--- config.mk ---
export PLATFORM = sky130hd
export DESIGN_NAME = port_uart_tx
export DESIGN_NICKNAME = d
export VERILOG_FILES = /design/src/rtl/port_uart_tx_pkg.sv /design/src/rtl/port_uart_tx_byte.sv /design/src/rtl/port_uart_tx.sv
export SDC_FILE = /design/constraint.sdc
export NUM_CORES = 1
export LEC_CHECK = 0
export BUFFER_PORTS_ARGS = -buffer_cell sky130_fd_sc_hd__buf_2
export CAP_MARGIN = 20
export CORE_AREA = 2 2 102 104
export CTS_CLUSTER_SIZE = 30
export DETAILED_ROUTE_END_ITERATION = 8
export DIE_AREA = 0 0 104 106
export PLACE_DENSITY = 0.55
export SYNTH_ARGS = -nofsm -noshare
export SYNTH_HDL_FRONTEND = slang
export SYNTH_SLANG_ARGS = --single-unit
--- constraint.sdc ---
create_clock -name clk -period 3.85 [get_ports clk]
set_input_delay 0.385 -clock clk [delete_from_list [all_inputs] [get_ports clk]]
set_output_delay 0.385 -clock clk [all_outputs]
set_load 0.05 [all_outputs]
--- src/rtl/port_uart_tx_pkg.sv ---
// Shared definitions for the port UART transmitter: serialiser state encoding,
// frame terminator characters and the nibble-to-ASCII conversion.
package port_uart_tx_pkg;

    typedef enum logic [1:0] {
        IDLE  = 2'd0,
        START = 2'd1,
        DATA  = 2'd2,
        STOP  = 2'd3
    } tx_state_t;

    localparam logic [7:0] ASCII_CR      = 8'h0D;
    localparam logic [7:0] ASCII_LF      = 8'h0A;
    localparam logic [2:0] LAST_BYTE_IDX = 3'd5;

    // Uppercase hex digit: 0-9 -> '0'-'9', A-F -> 'A'-'F'.
    function automatic logic [7:0] nibble_to_ascii(input logic [3:0] nib);
        return (nib < 4'd10) ? (8'h30 + {4'h0, nib}) : (8'h37 + {4'h0, nib});
    endfunction

endpackage

--- src/rtl/port_uart_tx_byte.sv ---
// 8N1 byte serialiser. ready is also high in the last cycle of the stop bit so
// the next byte can follow without an idle gap.
module uart_tx_byte
    import port_uart_tx_pkg::*;
#(
    parameter int CLKS_PER_BIT = 868
) (
    input  logic       clk,
    input  logic       rst,
    input  logic       start,
    input  logic [7:0] data,
    output logic       tx,
    output logic       ready
);

    localparam int                CNT_W   = $clog2(CLKS_PER_BIT);
    localparam logic [CNT_W-1:0]  CNT_MAX = CNT_W'(CLKS_PER_BIT - 1);

    tx_state_t        state;
    logic [CNT_W-1:0] cnt;
    logic [2:0]       bit_idx;
    logic [7:0]       shreg;
    logic             bit_end;

    assign bit_end = (cnt == CNT_MAX);
    assign ready   = (state == IDLE) || ((state == STOP) && bit_end);

    // NOTE: sequential state uses non-blocking assignments only, so every
    // register sees the values from before this edge regardless of order.
    always_ff @(posedge clk) begin
        if (rst) begin
            state   <= IDLE;
            cnt     <= '0;
            bit_idx <= '0;
            shreg   <= '0;
            tx      <= 1'b1;
        end else begin
            unique case (state)
                IDLE: begin
                    tx  <= 1'b1;
                    cnt <= '0;
                    if (start) begin
                        shreg <= data;
                        tx    <= 1'b0;
                        state <= START;
                    end
                end
                START: begin
                    if (bit_end) begin
                        cnt     <= '0;
                        bit_idx <= '0;
                        tx      <= shreg[0];
                        state   <= DATA;
                    end else begin
                        cnt <= cnt + CNT_W'(1);
                    end
                end
                DATA: begin
                    if (bit_end) begin
                        cnt <= '0;
                        if (bit_idx == 3'd7) begin
                            tx    <= 1'b1;
                            state <= STOP;
                        end else begin
                            bit_idx <= bit_idx + 3'd1;
                            shreg   <= shreg >> 1;
                            tx      <= shreg[1];
                        end
                    end else begin
                        cnt <= cnt + CNT_W'(1);
                    end
                end
                STOP: begin
                    if (bit_end) begin
                        cnt <= '0;
                        if (start) begin
                            shreg <= data;
                            tx    <= 1'b0;
                            state <= START;
                        end else begin
                            state <= IDLE;
                        end
                    end else begin
                        cnt <= cnt + CNT_W'(1);
                    end
                end
                default: state <= IDLE;
            endcase
        end
    end

endmodule

--- src/rtl/port_uart_tx.sv ---
// Sends the memory output port value as "HHHH\r\n" over UART whenever it changes;
// changes arriving mid-frame coalesce to the newest value.
module port_uart_tx
    import port_uart_tx_pkg::*;
#(
    parameter int CLKS_PER_BIT = 868
) (
    input  logic        clk,
    input  logic        rst,
    input  logic [15:0] port_data,
    output logic        tx,
    output logic        busy
);

    logic [15:0] port_q;
    logic [15:0] last_val;
    logic [15:0] snap;
    logic        force_send;
    logic [2:0]  byte_idx;
    logic [2:0]  next_idx;
    logic        launch;
    logic        ser_start;
    logic [7:0]  ser_data;
    logic        ser_ready;

    // NOTE: port_q is a plain pipeline stage, so it carries no reset; every
    // decision it feeds is already held off by the reset of the control state.
    always_ff @(posedge clk) begin
        port_q <= port_data;
    end

    // NOTE: every combinational output gets a default first so no path can
    // leave it unassigned and infer a latch.
    always_comb begin
        launch    = !busy && (force_send || (port_q != last_val));
        next_idx  = byte_idx + 3'd1;
        ser_start = launch || (busy && ser_ready && (byte_idx != LAST_BYTE_IDX));
        ser_data  = nibble_to_ascii(port_q[15:12]);
        if (!launch) begin
            unique case (next_idx)
                3'd1:    ser_data = nibble_to_ascii(snap[11:8]);
                3'd2:    ser_data = nibble_to_ascii(snap[7:4]);
                3'd3:    ser_data = nibble_to_ascii(snap[3:0]);
                3'd4:    ser_data = ASCII_CR;
                default: ser_data = ASCII_LF;
            endcase
        end
    end

    always_ff @(posedge clk) begin
        if (rst) begin
            busy       <= 1'b0;
            last_val   <= 16'h0000;
            snap       <= 16'h0000;
            force_send <= 1'b1;
            byte_idx   <= '0;
        end else if (launch) begin
            snap       <= port_q;
            last_val   <= port_q;
            force_send <= 1'b0;
            byte_idx   <= '0;
            busy       <= 1'b1;
        end else if (busy && ser_ready) begin
            // The serialiser is finishing a stop bit: either chain the next byte or end the frame.
            if (byte_idx == LAST_BYTE_IDX) begin
                busy <= 1'b0;
            end else begin
                byte_idx <= next_idx;
            end
        end
    end

    uart_tx_byte #(
        .CLKS_PER_BIT(CLKS_PER_BIT)
    ) u_tx_byte (
        .clk   (clk),
        .rst   (rst),
        .start (ser_start),
        .data  (ser_data),
        .tx    (tx),
        .ready (ser_ready)
    );

endmodule

==> results.rst, run 1 <==
.. list-table::
   :header-rows: 1

   * - Metric
     - Value
   * - Number of flops mapped to enable cells by yosys
     - 0
   * - Worst EP arrival
     - 2.81 ns
   * - Layout cell share with drive strength beyond 1
     - 0.104
   * - Vias per cell
     - 4.84
   * - Final TNS setup
     - 0 ns
   * - Register clock-pin slew on the reported worst setup and hold paths
     - 0.08 ns
   * - Crit path kind
     - flop to flop
   * - Number of global-route vias before repair
     - 2458
   * - Synthesized area divided by synthesized cell count
     - 8.39 um^2
   * - Design internal power
     - 1.23 mW
   * - Average wire per standard cell
     - 12.8 um
   * - GR Layer Usage met1
     - 0.161
   * - Routed Antenna Nets
     - 0
   * - Area of placed instances
     - 3240 um^2
   * - Setup repair after global routing missed its margin
     - no
   * - Number of maximum-capacitance constraint violations
     - 0
   * - Minimum clock period after layout
     - 2.62 ns
   * - PwrDens
     - ~520 nW/um^2
   * - Crit share post-route
     - 0.680
   * - CTS Buf Count
     - 9
   * - DRC violation total after the first TritonRoute iteration
     - 178
   * - Wire length reported by the detailed router
     - around 6.6 mm
   * - Die Outline Area
     - 11000 um^2
   * - Number of cells upsized or downsized after cts
     - 0
   * - Root buffer cell
     - sky130_fd_sc_hd__clkbuf_8
   * - CTS sink cnt
     - 60
   * - Site Rows
     - 37
   * - Maximum operating frequency
     - 0.382 GHz
   * - Worst-skew pair later-pin latency
     - 0.33 ns
   * - Number of buffers inserted by hold repair at cts
     - 0
   * - Die height
     - 106 um
   * - Core Box Area
     - 10000 um^2
   * - Via Count
     - 2513
   * - Element type at the critical path end
     - flop
   * - Number of pins with negative max-slew slack in the final report
     - 0
   * - Horizontal extent of the die
     - about 100 um
   * - Start point of the critical path
     - snap[11]
   * - Dpl cells
     - between 500 and 600
   * - Final non-filler cell area
     - 3460 um^2
   * - Initial Util
     - 0.308
   * - Proportion of register bits with asynchronous set or reset after synthesis
     - 0
   * - Critical path fanouts, max
     - 21
   * - Summed instance area of the synthesized netlist
     - between 3000 and 4000 um^2
   * - Busiest layer in global routing
     - met2
   * - Worst-margin pin slew
     - 0.901 ns
   * - FF+latch count, synth
     - 60
   * - Power consumption
     - 1.80 mW
   * - Sequential Power Share
     - 0.410
   * - IR Drop Worst-Case VDD
     - approximately 0.00024 V
   * - Commonest cells after routing, fill and taps aside
     - sky130_fd_sc_hd__dfxtp_1 (60), sky130_fd_sc_hd__nand2_1 (48), sky130_fd_sc_hd__nor2_1 (35), sky130_fd_sc_hd__a21oi_1 (33), sky130_fd_sc_hd__xor2_1 (20)
   * - List of cells traversed by the critical path
     - xor2_1, nor4_1, nand4_1, o21a_1, a311oi_1, o211a_1, nor3_1
   * - Synth cell types
     - 48
   * - Detailed-placement wirelength estimate
     - 4.69 mm
   * - ANT cells
     - 0
   * - # Post-CTS Setup Buffers
     - 0
   * - Detailed-router iteration count before antenna repair
     - 4
   * - Final standard cell utilization of the core
     - 0.346
   * - Switching component of the power
     - 570 uW
   * - Final Hold Fails
     - 0
   * - Post-place setup slack
     - about 1.2 ns
   * - Fraction of power consumed by the clock network
     - 0.348
   * - Count of synthesis-stage warnings from yosys
     - 0
   * - Smallest setup slack after layout
     - approximately 1.2 ns
   * - Worst hold slack after final layout
     - roughly 0.15 ns
   * - Worst setup path endpoint
     - u_tx_byte.shreg[5]
   * - Total leakage power
     - 1.40 nW
   * - # setup viols final
     - 0
   * - Slowest cell on the critical path
     - sky130_fd_sc_hd__o21a_1
   * - Synthesized netlist net count
     - 403
   * - Global-route wire length before repair
     - 11.4 mm
   * - Global placement routability congestion
     - 0.809
   * - DRC violations left
     - 0
   * - Count of input and output buffers
     - 19
   * - Antenna violations before repair
     - 0
   * - Commonest non-fill, non-tap cell in the layout
     - sky130_fd_sc_hd__dfxtp_1
   * - Synthesis-to-finish area growth
     - 12.4%
   * - Congestion Overflow GR
     - 0
   * - Number of cells on the worst reg-to-reg path
     - 7
   * - Sequential fraction of the synthesis area
     - 0.390
   * - Largest incremental delay on the critical path
     - 0.55 ns
   * - Gate count after technology mapping
     - 367
   * - Worst endpoint required time
     - 4.04 ns
   * - Global Route met2 Usage
     - 0.207
   * - H-tree levels
     - 3
   * - Ports
     - 20
   * - Total global-route track usage
     - 0.126
   * - Buffer levels on the longest clock path
     - 2
   * - Destination of the worst register-to-register timing path
     - u_tx_byte.shreg[5]
   * - Startpoint Class
     - flop
   * - Combinational group share of total power
     - 0.242
   * - CTS tree
     - yes
   * - Global routing usage on met3
     - 0.0349
   * - Worst reg2reg startpoint
     - snap[11]
   * - Max-slew headroom at the worst pin
     - 0.395
   * - Pin count of the biggest net entering global routing
     - 37
   * - Final non-filler cell total
     - 519
   * - Top FF cell, synth
     - sky130_fd_sc_hd__dfxtp_1
   * - Result of the run
     - complete, no violations
   * - Switching part of the total
     - 0.316
   * - Worst reg2reg setup slack
     - 1.23 ns
   * - Hold WC Path Type
     - input pin to flop
   * - Number of nets in the layout
     - 414
   * - Clock Skew
     - 0.0138 ns
-- per-layer routing --
layer | wire length (um) | part of all wire
met5 | 0 | 0
met4 | 70 | 0.011
met3 | 276 | 0.042
met2 | 3020 | 0.46
met1 | 3250 | 0.49
-- worst min-delay path by stage --
stage,startpoint,to,slack (ns),depth (start not counted)
global route,port_data[9],port_q[9],0.13,1
global placement,u_tx_byte.cnt[0],u_tx_byte.cnt[0],0.44,1
CTS,port_data[15],port_q[15],0.13,1
floorplan,port_data[0],port_q[0],0.41,0
finish,port_data[3],port_q[3],0.15,1
detailed placement,u_tx_byte.cnt[0],u_tx_byte.cnt[0],0.45,1
-- worst max-delay path, delay by kind of cell (launching register included) --
kind,cells,cell delay [ns]
compound gates,3,1.15
flops,1,0.47
simple gates,3,0.74
xor+xnor,1,0.12
-- sequential cells by signal (all words and copies together), names as in the netlist --
signal             count
busy                   1
u_tx_byte.tx           1
u_tx_byte.shreg        7
snap                  16
u_tx_byte.bit_idx      3
port_q                16
u_tx_byte.cnt         10
byte_idx               3
force_send             1
u_tx_byte.state        2
-- synth_stat cells, types with 11 or more instances --
cell type	instances	area (um^2)
sky130_fd_sc_hd__a21oi_1	33	165
sky130_fd_sc_hd__clkbuf_1	11	41.3
sky130_fd_sc_hd__dfxtp_1	60	1200
sky130_fd_sc_hd__ha_1	18	225
sky130_fd_sc_hd__inv_1	18	67.6
sky130_fd_sc_hd__nand2_1	48	180
sky130_fd_sc_hd__nand3_1	11	55.1
sky130_fd_sc_hd__nor2_1	35	131
sky130_fd_sc_hd__nor3_1	11	55.1
sky130_fd_sc_hd__o21ai_0	14	70.1
sky130_fd_sc_hd__xnor2_1	11	96.3
sky130_fd_sc_hd__xor2_1	20	175
-- kinds of logic (layout without fill, tap and decap cells) --
kind of cell | Yosys count | in the layout | synth area share
AO/OA/AOI/OAI | 82 | 82 | 0.173
multiplexers | 8 | 8 | 0.0260
XOR/XNOR | 31 | 31 | 0.0882
adder cells (fa/ha/maj) | 18 | 18 | 0.0731
AND/OR/NAND/NOR | 131 | 131 | 0.194
buffers and inverters | 37 | 53 | 0.0553
flip-flops | 60 | 60 | 0.390
-- power by group through the flow --
| stage | clock, mW | combinational [mW] | sequential, mW |
|---|---|---|---|
| after CTS | 0.648 | 0.436 | 0.740 |
| after global routing | 0.673 | 0.495 | 0.750 |
| after floorplan | 0 | 0.340 | 0.751 |
| after detailed placement | 0 | 0.433 | 0.754 |
| final | 0.628 | 0.436 | 0.740 |
| after global placement | 0 | 0.427 | 0.752 |
-- final cells by class --
| type | count | area [um^2] |
|---|---|---|
| fill | 1074 | 6540 |
| multi-input combinational | 270 | 1710 |
| sequential | 60 | 1200 |
| tap | 136 | 170 |
| clock buffer | 12 | 145 |
| timing repair buffer | 19 | 95.1 |
| clock inverter | 4 | 72.6 |
| inverter | 18 | 67.6 |
Note: power is estimated with default switching activity, not from simulation.
==> run 2, diff against run 1 <==
- PLACE_DENSITY: 0.55 -> 0.56
- clock period: 3.85 -> 2.4 ns (I/O delays scaled with it)
==> results.rst, run 2 (synthesis results as in run 1) <==
.. list-table::
   :header-rows: 1

   * - Metric
     - Value
   * - Worst reg2reg startpoint
     - u_tx_byte.cnt[0]
   * - Commonest non-fill, non-tap cell in the layout
     - sky130_fd_sc_hd__dfxtp_1
   * - Count of input and output buffers
     - 19 (unchanged)
   * - Minimum clock period after layout
     - 2.21 ns (-0.406 ns)
   * - Global-route wire length before repair
     - 11.7 mm (+3.0%)
   * - Die height
     - 106 um (unchanged)
   * - Final TNS setup
     - 0 ns (unchanged)
   * - Crit share post-route
     - 0.922 (+0.242)
   * - Max-slew headroom at the worst pin
     - 0.518 (+0.123)
   * - Total global-route track usage
     - 0.132 (+0.00638)
   * - # setup viols final
     - 0 (unchanged)
   * - Layout cell share with drive strength beyond 1
     - 0.130 (+0.0258)
   * - Uppermost routed layer
     - met4
   * - Total leakage power
     - 1.51 nW (+7.8%)
   * - Horizontal extent of the die
     - 104 um (unchanged)
   * - Average wire per standard cell
     - 12.7 um (-0.65%)
   * - Vias per cell
     - 4.83 (-0.31%)
   * - Routed Antenna Nets
     - 0 (unchanged)
   * - PwrDens
     - 773 nW/um^2 (+48%)
   * - H-tree levels
     - 3 (unchanged)
   * - Crit path kind
     - flop to flop
   * - DRC violations left
     - 0 (unchanged)
   * - Initial Util
     - 0.308 (unchanged)
   * - Worst endpoint required time
     - 2.67 ns (-1.37 ns)
   * - Top flop regs
     - port_q (16), snap (16), u_tx_byte.cnt (10)
   * - Via Count
     - 2621 (+4.3%)
   * - M1 wire length
     - 3.29 mm (+1.4%)
   * - Destination of the worst register-to-register timing path
     - u_tx_byte.shreg[3]
   * - Worst-margin pin slew
     - 0.723 ns (-0.179 ns)
   * - Result of the run
     - complete, no violations
   * - Setup repair after global routing missed its margin
     - no
   * - DRC violation total after the first TritonRoute iteration
     - 150 (-16%)
   * - Maximum operating frequency
     - 0.452 GHz (+18%)
   * - Commonest cells after routing, fill and taps aside
     - sky130_fd_sc_hd__dfxtp_1 (60), sky130_fd_sc_hd__nand2_1 (48), sky130_fd_sc_hd__nor2_1 (35), sky130_fd_sc_hd__a21oi_1 (33), sky130_fd_sc_hd__xor2_1 (20)
   * - Final standard cell utilization of the core
     - 0.369 (+0.0234)
   * - Core Box Area
     - 10000 um^2 (unchanged)
   * - CTS sink cnt
     - 60 (unchanged)
   * - Critical path fanouts, max
     - 9 (-57%)
   * - Element type at the critical path end
     - flop
   * - Number of nets in the layout
     - 439 (+6.0%)
   * - CTS Buf Count
     - 9 (unchanged)
   * - Detailed-placement wirelength estimate
     - 4.92 mm (+4.9%)
   * - Worst min-delay path endpoint
     - snap[15]
   * - Die Outline Area
     - 11000 um^2 (unchanged)
   * - Worst EP arrival
     - 2.48 ns (-0.33 ns)
   * - Worst reg2reg setup slack
     - 0.19 ns (-1.04 ns)
   * - Hold Crit Start
     - rst
   * - Synthesis-to-finish area growth
     - 20.0%
   * - Number of pins with negative max-slew slack in the final report
     - 0 (unchanged)
   * - Sum of met2 wire segment lengths after detailed routing
     - 3.13 mm (+3.5%)
   * - Detailed-router iteration count before antenna repair
     - 4 (unchanged)
   * - Hold path cells
     - 2 (+1)
   * - CTS tree
     - yes
   * - ANT cells
     - 0 (unchanged)
   * - Hold WC Path Type
     - input pin to flop
   * - Root buffer cell
     - sky130_fd_sc_hd__clkbuf_8
   * - Site Rows
     - 37 (unchanged)
   * - Worst-skew pair later-pin latency
     - 0.36 ns (+0.03 ns)
   * - Wire length reported by the detailed router
     - 6.88 mm (+3.9%)
   * - Register clock-pin slew on the reported worst setup and hold paths
     - 0.08 ns (about the same)
   * - Startpoint Class
     - flop
   * - Clock Skew
     - 0.0123 ns (-0.00157 ns)
   * - Final Hold Fails
     - 0 (unchanged)
   * - Number of maximum-capacitance constraint violations
     - 0 (unchanged)
   * - Number of inserted filler cells in the final layout
     - 1067 (-0.65%)
   * - Number of cells on the worst reg-to-reg path
     - 8 (+1)
   * - Met3 wirelength from detailed routing
     - 285 um (+3.3%)
   * - Ports
     - 20 (unchanged)
   * - Pin count of the biggest net entering global routing
     - 37 (unchanged)
   * - Global placement routability congestion
     - 0.881 (+8.9%)
   * - IR Drop Worst-Case VDD
     - 0.000349 V (+46%)
   * - Buffer levels on the longest clock path
     - 2 (unchanged)
   * - Antenna violations before repair
     - 0 (unchanged)
   * - Congestion Overflow GR
     - 0 (unchanged)
   * - Number of global-route vias before repair
     - 2509 (+2.1%)
-- run 2: repair_timing --
item | in CTS | in global routing
hold buffers | 16 | 0
setup endpoints to repair | 0 | 8
buffers inserted | 0 | 1
hold endpoints to repair | 16 | 0
resized for setup | 0 | 4
-- run 2: how the worst max path moves through the flow --
stage	slack (ns)	cells after the start	endpoint	startpoint
4_1_cts	0.09	8	u_tx_byte.shreg[3]	u_tx_byte.cnt[0]
3_5_place_dp	0.11	7	u_tx_byte.shreg[5]	snap[3]
2_1_floorplan	0.26	7	u_tx_byte.shreg[2]	busy
5_1_grt	0.02	8	u_tx_byte.shreg[2]	u_tx_byte.cnt[0]
3_3_place_gp	0.15	7	u_tx_byte.shreg[5]	port_q[13]
6_report	0.19	8	u_tx_byte.shreg[3]	u_tx_byte.cnt[0]
-- run 2: final cells by class --
type | instances | area (um^2) | area share
Inverter | 18 | 67.6 | 0.0183
Timing Repair Buffer | 44 | 335 | 0.0908
Tap cell | 136 | 170 | 0.0461
Sequential cell | 60 | 1200 | 0.325
Clock inverter | 5 | 52.6 | 0.0142
Multi-Input combinational cell | 270 | 1730 | 0.468
Clock buffer | 10 | 138 | 0.0373
-- run 2: metal layers --
metal / vias up / GRT usage
li1: 1345 / -
met1: 1200 / 0.170
met2: 59 / 0.208
met3: 17 / 0.0349
met4: 0 / 0.0618
met5: - / 0
-- run 2: worst max-delay path, stage by stage (launching register included) --
cell and delay, ns:
sky130_fd_sc_hd__dfxtp_1 0.36, sky130_fd_sc_hd__ha_1 0.26, sky130_fd_sc_hd__and4bb_2 0.27, sky130_fd_sc_hd__and3_1 0.25, sky130_fd_sc_hd__nor2_1 0.13, sky130_fd_sc_hd__a211o_1 0.30
sky130_fd_sc_hd__a21oi_4 0.24, sky130_fd_sc_hd__o2111ai_1 0.14, sky130_fd_sc_hd__a21oi_1 0.18
-- run 2: power by group --
group / total (mW) / internal, mW / switching, mW
combinational: 0.771 / 0.320 / 0.452
sequential: 1.18 / 1.10 / 0.0867
clock: 0.901 / 0.496 / 0.405
-- run 2: stage by stage --
step                      cells  worst slack, ns  hold WS [ns]  power [mW]  area [um^2]
after floorplan             367            0.259         0.268        1.75         3080
after global placement      511            0.148         0.343        1.92         3300
after detailed placement    511            0.115         0.344        1.93         3300
after CTS                   542           0.0911         0.423        2.86         3650
after global routing        543           0.0225         0.476        3.03         3690
final                       543            0.188         0.429        2.86         3690
==> run 3, diff against run 2 <==
- PLACE_DENSITY: 0.56 -> 0.55
- clock period: 2.4 -> 2.85 ns (I/O delays scaled with it)
==> results.rst, run 3 (synthesis results as in run 1) <==
.. list-table::
   :header-rows: 1

   * - Metric
     - Value
   * - Hold path cells
     - 1 (-1)
   * - Area of placed instances
     - 3280 um^2 (-0.68%)
   * - Number of cells upsized or downsized after cts
     - 0 (unchanged)
   * - Average wire per standard cell
     - 13.0 um (+2.3%)
   * - CTS sink cnt
     - 60 (unchanged)
   * - Largest incremental delay on the critical path
     - 0.48 ns (+0.12 ns)
   * - Clock Skew
     - 0.0106 ns (-0.00171 ns)
   * - Total global-route track usage
     - 0.131 (-0.00111)
   * - Power consumption
     - 2.28 mW (-20%)
   * - Element type at the critical path end
     - flop
   * - Minimum clock period after layout
     - 2.63 ns (+0.418 ns)
   * - ANT cells
     - 0 (unchanged)
   * - Top flop regs
     - port_q (16), snap (16), u_tx_byte.cnt (10)
   * - Critical path fanouts, max
     - 14 (+5)
   * - Worst-margin pin slew
     - 0.746 ns (+0.0232 ns)
   * - Site Rows
     - 37 (unchanged)
   * - Antenna violations before repair
     - 0 (unchanged)
   * - Max-slew headroom at the worst pin
     - 0.503 (-0.0155)
   * - Hold WC Path Type
     - input pin to flop
   * - DRC violation total after the first TritonRoute iteration
     - 115 (-23%)
   * - Worst endpoint required time
     - 3.05 ns (+0.38 ns)
   * - Worst-skew pair later-pin latency
     - 0.34 ns (-0.02 ns)
   * - Global placement routability congestion
     - 0.849 (-3.7%)
   * - # Post-CTS Setup Buffers
     - 0 (unchanged)
   * - Detailed-placement wirelength estimate
     - 4.82 mm (-2.0%)
   * - List of cells traversed by the critical path
     - xor2_1, nor4_1, nand4_1, o21a_1, a311oi_1, o211a_1, nor3_1
   * - Via Count
     - 2551 (-2.7%)
   * - Die height
     - 106 um (unchanged)
   * - Crit path kind
     - flop to flop
   * - CTS Buf Count
     - 9 (unchanged)
   * - Initial Util
     - 0.308 (unchanged)
   * - Register clock-pin slew on the reported worst setup and hold paths
     - 0.08 ns (about the same)
   * - Count of input and output buffers
     - 19 (unchanged)
   * - Crit share post-route
     - 0.923 (+0.00126)
   * - Maximum operating frequency
     - 0.380 GHz (-16%)
   * - Setup repair after global routing missed its margin
     - no
   * - CTS tree
     - yes
   * - Final Hold Fails
     - 0 (unchanged)
   * - Commonest cells after routing, fill and taps aside
     - sky130_fd_sc_hd__dfxtp_1 (60), sky130_fd_sc_hd__nand2_1 (48), sky130_fd_sc_hd__nor2_1 (35), sky130_fd_sc_hd__a21oi_1 (33), sky130_fd_sc_hd__xor2_1 (20)
   * - Ports
     - 20 (unchanged)
   * - Horizontal extent of the die
     - 104 um (unchanged)
   * - Wire length reported by the detailed router
     - 6.79 mm (-1.3%)
   * - Number of pins with negative max-slew slack in the final report
     - 0 (unchanged)
   * - PwrDens
     - 661 nW/um^2 (-15%)
   * - Layout cell share with drive strength beyond 1
     - 0.121 (-0.00909)
   * - Core Box Area
     - 10000 um^2 (unchanged)
   * - Total leakage power
     - 1.40 nW (-7.0%)
   * - DRC violations left
     - 0 (unchanged)
   * - Number of cells on the worst reg-to-reg path
     - 7 (-1)
   * - Number of buffers inserted by hold repair at cts
     - 0 (-16)
   * - Dpl cells
     - 508 (-0.59%)
   * - Number of global-route vias before repair
     - 2509 (unchanged)
   * - Startpoint Class
     - flop
   * - Final standard cell utilization of the core
     - 0.345 (-0.0239)
   * - Result of the run
     - complete, no violations
   * - Vias per cell
     - 4.87 (+0.86%)
   * - IR Drop Worst-Case VDD
     - 0.000306 V (-12%)
   * - Detailed-router iteration count before antenna repair
     - 4 (unchanged)
   * - Routed Antenna Nets
     - 0 (unchanged)
   * - Worst EP arrival
     - 2.83 ns (+0.35 ns)
   * - Root buffer cell
     - sky130_fd_sc_hd__clkbuf_8
   * - Number of nets in the layout
     - 419 (-4.6%)
   * - Congestion Overflow GR
     - 0 (unchanged)
   * - Commonest non-fill, non-tap cell in the layout
     - sky130_fd_sc_hd__dfxtp_1
   * - Pin count of the biggest net entering global routing
     - 37 (unchanged)
   * - Die Outline Area
     - 11000 um^2 (unchanged)
   * - H-tree levels
     - 3 (unchanged)
   * - Buffer levels on the longest clock path
     - 2 (unchanged)
   * - Synthesis-to-finish area growth
     - 12.2%
   * - Final non-filler cell area
     - 3450 um^2 (-6.5%)
   * - Final TNS setup
     - 0 ns (unchanged)
   * - Final non-filler cell total
     - 524 (-3.5%)
   * - Slowest cell on the critical path
     - sky130_fd_sc_hd__o21a_1
   * - # setup viols final
     - 0 (unchanged)
   * - Number of maximum-capacitance constraint violations
     - 0 (unchanged)
   * - Global-route wire length before repair
     - 11.7 mm (-0.24%)
==> run 3: cell count changes in the layout (fill, tap and decap cells not counted), sizes merged <==
cell | before | now
clkinvlp | 1 | 2
buf | 28 | 24
clkbuf | 10 | 9
bufinv | 1 | 0
dlygate4sd3 | 16 | 0
inv | 18 | 19
clkinv | 3 | 4
==> run 3: cell type report <==
cell class / instances / area [um^2]
clock buffers: 9 / 124
well taps: 136 / 170
fillers: 1067 / 6550
clock inverters: 7 / 51.3
multi-input cells: 270 / 1710
flip-flops and latches: 60 / 1200
inverters: 18 / 67.6
repair buffers: 24 / 133
==> run 3: worst max-delay path: cells and delay by family, from the launching register on <==
| kind | cells | cell delay (ns) |
|---|---|---|
| compound gates | 3 | 1.15 |
| xor+xnor | 1 | 0.11 |
| flops | 1 | 0.47 |
| simple gates | 3 | 0.78 |
==> run 3: layer usage <==
| layer | up-vias | track usage | part of all wire |
|---|---|---|---|
| met3 | 14 | 0.0368 | 0.035 |
| met5 | - | 0 | 0 |
| met2 | 55 | 0.207 | 0.44 |
| met4 | 0 | 0.0589 | 0.024 |
| met1 | 1172 | 0.167 | 0.50 |
| li1 | 1310 | - | - |
==> run 3: through the flow <==
step	hold WS (ns)	worst slack (ns)
2_1_floorplan	0.313	0.709
3_3_place_gp	0.387	0.332
3_5_place_dp	0.389	0.366
4_1_cts	0.0185	0.340
5_1_grt	0.0141	0.207
6_report	0.0387	0.219
==> run 3: power by group <==
part	switching, mW	internal [mW]	total, mW
clock network	0.367	0.317	0.685
registers	0.0737	0.924	0.998
logic	0.364	0.237	0.601
==> run 3: worst paths after layout <==
check	from	to	slack (ns)
max	snap[11]	u_tx_byte.shreg[5]	0.22
min	port_data[11]	port_q[11]	0.04
max reg2reg	snap[11]	u_tx_byte.shreg[5]	0.22
min reg2reg	u_tx_byte.bit_idx[2]	u_tx_byte.bit_idx[2]	0.46
